File: src/rtl/fir_mac_sched.sv
// Sequencer for the 64-tap FIR MAC datapath: coefficient load, sample admission,
// tap stepping and result strobe. Every output is a register.
module fir_mac_sched #(
  parameter int unsigned NTAPS   = 64,
  parameter int unsigned AW      = 6,
  parameter int unsigned DW      = 16,
  parameter int unsigned MAC_LAT = 2
) (
  input  logic          clk1,
  input  logic          CTRL_rest,
  input  logic          start_load,
  input  logic [DW-1:0] coef_in,
  input  logic          coef_valid,
  output logic          coef_ready,
  output logic          coef_we,
  output logic [AW-1:0] coef_waddr,
  output logic [DW-1:0] coef_wdata,
  output logic          coefs_loaded,
  input  logic [DW-1:0] x_in,
  input  logic          x_valid,
  output logic          x_ready,
  output logic          fifo_shift,
  output logic [DW-1:0] x_data,
  output logic [AW-1:0] tap_addr,
  output logic          mac_en,
  output logic          mac_clr,
  output logic          mac_last,
  output logic          y_valid,
  output logic [15:0]   sample_cnt
);

  localparam int unsigned DCW = (MAC_LAT > 1) ? $clog2(MAC_LAT) : 1;
  localparam logic [AW-1:0]  LAST_TAP   = AW'(NTAPS - 1);
  localparam logic [AW-1:0]  PRE_LAST   = AW'(NTAPS - 2);
  localparam logic [DCW-1:0] DRAIN_INIT = DCW'(MAC_LAT - 1);

  typedef enum logic [2:0] {
    S_IDLE,
    S_LOAD,
    S_WAIT_X,
    S_MAC,
    S_DRAIN
  } state_t;

  state_t         state;
  logic [AW-1:0]  cnt;
  logic [DCW-1:0] drain_cnt;

  always_ff @(posedge clk1) begin
    if (CTRL_rest) begin
      state        <= S_IDLE;
      cnt          <= '0;
      drain_cnt    <= '0;
      coef_ready   <= 1'b0;
      coef_we      <= 1'b0;
      coef_waddr   <= '0;
      coef_wdata   <= '0;
      coefs_loaded <= 1'b0;
      x_ready      <= 1'b0;
      fifo_shift   <= 1'b0;
      x_data       <= '0;
      tap_addr     <= '0;
      mac_en       <= 1'b0;
      mac_clr      <= 1'b0;
      mac_last     <= 1'b0;
      y_valid      <= 1'b0;
      sample_cnt   <= '0;
    end else begin
      coef_we    <= 1'b0;
      fifo_shift <= 1'b0;
      case (state)
        S_IDLE: begin
          if (start_load) begin
            state      <= S_LOAD;
            cnt        <= '0;
            coef_ready <= 1'b1;
          end
        end
        S_LOAD: begin
          if (start_load) begin
            cnt <= '0;
          end else if (coef_valid && coef_ready) begin
            coef_we    <= 1'b1;
            coef_waddr <= cnt;
            coef_wdata <= coef_in;
            if (cnt == LAST_TAP) begin
              coef_ready   <= 1'b0;
              coefs_loaded <= 1'b1;
              x_ready      <= 1'b1;
              state        <= S_WAIT_X;
            end else begin
              cnt <= cnt + AW'(1);
            end
          end
        end
        // A reload request wins over a sample offered in the same cycle
        S_WAIT_X: begin
          if (start_load) begin
            state        <= S_LOAD;
            cnt          <= '0;
            coef_ready   <= 1'b1;
            coefs_loaded <= 1'b0;
            x_ready      <= 1'b0;
          end else if (x_valid && x_ready) begin
            x_ready    <= 1'b0;
            fifo_shift <= 1'b1;
            x_data     <= x_in;
            tap_addr   <= '0;
            state      <= S_MAC;
          end
        end
        // First MAC-state cycle lets the delay line shift before tap 0 is read
        S_MAC: begin
          if (!mac_en) begin
            mac_en   <= 1'b1;
            mac_clr  <= 1'b1;
            mac_last <= (NTAPS == 1);
            tap_addr <= '0;
          end else if (tap_addr == LAST_TAP) begin
            mac_en    <= 1'b0;
            mac_clr   <= 1'b0;
            mac_last  <= 1'b0;
            tap_addr  <= '0;
            drain_cnt <= DRAIN_INIT;
            state     <= S_DRAIN;
            if (MAC_LAT == 1) begin
              y_valid    <= 1'b1;
              sample_cnt <= sample_cnt + 16'd1;
            end
          end else begin
            tap_addr <= tap_addr + AW'(1);
            mac_clr  <= 1'b0;
            mac_last <= (tap_addr == PRE_LAST);
          end
        end
        S_DRAIN: begin
          if (drain_cnt == '0) begin
            y_valid <= 1'b0;
            x_ready <= 1'b1;
            state   <= S_WAIT_X;
          end else begin
            drain_cnt <= drain_cnt - DCW'(1);
            if (drain_cnt == DCW'(1)) begin
              y_valid    <= 1'b1;
              sample_cnt <= sample_cnt + 16'd1;
            end
          end
        end
        default: state <= S_IDLE;
      endcase
    end
  end

endmodule

File: config.mk
export PLATFORM = sky130hd
export DESIGN_NAME = fir_mac_sched
export DESIGN_NICKNAME = d
export VERILOG_FILES = /design/src/rtl/fir_mac_sched.sv
export SDC_FILE = /design/constraint.sdc
export NUM_CORES = 1
export LEC_CHECK = 0
export CAP_MARGIN = 0
export CORE_MARGIN = 2
export CORE_UTILIZATION = 37
export DETAILED_ROUTE_END_ITERATION = 8
export MAX_ROUTING_LAYER = met4
export PLACE_DENSITY = 0.81
export SLEW_MARGIN = 25
export SYNTH_ARGS = -nofsm -noshare
export SYNTH_HDL_FRONTEND = slang
export SYNTH_SLANG_ARGS = --single-unit
File: constraint.sdc
create_clock -name clk1 -period 1.95 [get_ports clk1]
set_input_delay 0.2925 -clock clk1 [delete_from_list [all_inputs] [get_ports clk1]]
set_output_delay 0.2925 -clock clk1 [all_outputs]
set_load 0.02 [all_outputs]
==> flow_summary.json <==
{
  "p_leak_nw": 1.624,
  "die_area_um2": 9604,
  "netlist_area_um2": 3269,
  "synth_edf_count": 0,
  "htree_levels": 3,
  "die_height_um": 98,
  "worstPathArrival_ns": 2.03,
  "grt_pass1_wl_um": 13820,
  "clockBufferDepth": 2,
  "cp.required_ns": 2.20,
  "hold_violations": 0,
  "viasPerCell": 5.124,
  "finalClockSkew_ns": 0.01066,
  "setup_viol": 0,
  "critPathLaunchType": "register",
  "worstSetupEndpointType": "register",
  "synth_seq_area_share_pct": 48.37,
  "antenna_found_initial": 0,
  "ir_drop_mv": 0.4418,
  "ctsResizeCount": 0,
  "wire_per_inst_um": 13.43,
  "portBuffers": 105,
  "syn_avg_cell_area_um2": 8.153,
  "dp_cells": 612,
  "dp.final_hpwl_um": 6057,
  "cts_buffers": 9,
  "hold_buffers": 0,
  "vias": 3218,
  "cap_violations": 0,
  "layout_commonest_cell": "clkdlybuf4s50_1",
  "rsz0062_at_grt": "no",
  "hold_path.class": "in -> reg",
  "cts_tree": "built",
  "path_class": "reg -> reg",
  "grt_max_degree": 32,
  "drtPass1Iterations": 4,
  "clkLatencyLatePin_ns": 0.34,
  "layout-drive-gt1-share_pct": 7.885,
  "async_flop_share_pct": 0,
  "drc": 0,
  "antenna_cells": 0,
  "die_w_um": 98,
  "clock-root-buffer": "clkbuf_8",
  "routed_wl_um": 8432,
  "ant_nets": 0,
  "ys_seq_elements": 79,
  "crit_slowest_cell": "dfxtp_1",
  "synth_nets": 442,
  "tightest_slew_ns": 0.5319,
  "min_period_ns": 1.777,
  "max_freq_mhz": 562.6,
  "drtIter0Drc": 94,
  "max_stage_delay_ns": 0.46,
  "fin_crit_sh_pct": 91.15,
  "core_region_area_um2": 8636,
  "initial_core_util_pct": 37.86,
  "utilization_pct": 55.06,
  "grt_pass1_vias": 3018,
  "synth_top_flop_cell": "dfxtp_1",
  "grt_usage_pct": 17.77,
  "layout.nets": 556,
  "relSlewSlack_pct": 64.54,
  "powerDensity_nw_per_um2": 696.6,
  "crit_chain": "ha_1 -> nand3_1 -> o41ai_1 -> buf_4 -> a31oi_1 -> a211oi_1",
  "final_cell_mix": "clkdlybuf4s50_1, nand2_1, dfxtp_1",
  "syn2layout_area_growth_pct": 45.43,
  "status": "completed",
  "ios": 106,
  "gp_congestion": 0.9240,
  "synth_warnings": 0,
  "worst-path-max-fanout": 7,
  "num-fill-cells": 803,
  "grt_overflow": 0,
  "cts_setup_buffers": 0,
  "path_clk_slew_ns": 0.07,
  "syn_inst": 401,
  "rows": 34,
  "cts_sinks": 79,
  "drv_slew": 0,
  "yosysUniqueCellTypes": 48,
  "fin_cells": 628
}
worst max-delay path, delay by kind of cell, from the launching register on:
kind / cells / cell delay (ns)
compound gates: 3 / 0.61
simple gates: 1 / 0.18
buf+inv: 1 / 0.19
flops: 1 / 0.46
fa+ha+maj: 1 / 0.25
worst paths after layout:
| check | start | to | slack (ns) | cells after the start |
|---|---|---|---|---|
| worst max-delay path | cnt[0] | x_ready | 0.17 | 6 |
| worst min-delay path | CTRL_rest | state[2] | 0.42 | 2 |
| worst max register to register | cnt[0] | x_ready | 0.17 | 6 |
| worst min register to register | x_data[2] | x_data[2] | 0.45 | 2 |
synth_stat cells (all sizes together), types with 3 or more instances:
library cell | count | area share [%]
a21oi | 59 | 9.0
a311oi | 3 | 0.80
a31oi | 3 | 0.57
and3 | 6 | 1.1
buf | 3 | 0.54
clkbuf | 21 | 2.4
dfxtp | 79 | 48
ha | 4 | 1.5
inv | 7 | 0.80
nand2 | 89 | 10
nand3 | 14 | 2.1
nand4 | 5 | 0.96
nor2 | 27 | 3.1
nor3 | 4 | 0.77
o21ai | 12 | 1.8
o31ai | 7 | 1.6
or3 | 6 | 1.1
or4 | 6 | 1.4
xor2 | 8 | 2.1
layer usage:
layer	up-vias	GRT usage (%)	routed length, um	part of all wire (%)
met5	-	-	0	0
met4	0	5.128	78	0.93
met3	8	5.082	426	5.1
met2	87	30.14	4218	50
met1	1501	20.47	3708	44
li1	1622	-	-	-
per-stage QoR:
| step | total power [mW] | setup WS (ns) | cell area (um2) | TNS, ns | hold WS, ns |
|---|---|---|---|---|---|
| 2_1_floorplan | 1.845 | 0.09799 | 3269 | 0 | 0.4285 |
| 3_3_place_gp | 1.995 | 0.01139 | 4532 | 0 | 0.4416 |
| 3_5_place_dp | 1.999 | -0.03617 | 4532 | -0.09000 | 0.4461 |
| 4_1_cts | 3.357 | 0.1671 | 4755 | 0 | 0.4095 |
| 5_1_grt | 3.460 | 0.004436 | 4755 | 0 | 0.4218 |
| 6_report | 3.312 | 0.1726 | 4755 | 0 | 0.4205 |
power breakdown:
part	total [mW]	internal, mW	switching (mW)
clock	1.35	0.757	0.592
sequential	1.65	1.63	0.0184
combinational	0.312	0.156	0.156
total	3.31	2.55	0.767
cell type report:
class / count / area (um2) / area share (%)
Timing Repair Buffer: 127 / 1224 / 25.74
Tap cell: 108 / 135.1 / 2.842
Multi-Input combinational cell: 291 / 1565 / 32.92
Clock buffer: 11 / 141.4 / 2.974
Sequential cell: 79 / 1582 / 33.26
Inverter: 7 / 26.28 / 0.5526
Clock inverter: 5 / 81.33 / 1.711
registers in the layout, summed over array words and instances (netlist names), 3 cells and up:
register / count
coef_wdata: 16
sample_cnt: 16
x_data: 16
cnt: 6
coef_waddr: 6
tap_addr: 6
state: 3
kinds of logic after synthesis:
logic type	after synthesis	synth area share, %
and+or+nand+nor	177	25.64
AOI/OAI and AO/OA	98	17.41
DFF	79	48.37
buffers and inverters	31	3.751
xor gates and xnor gates	10	2.679
adders and majority gates	4	1.531
muxes	2	0.6123
Note: power is estimated with default switching activity, not from simulation.
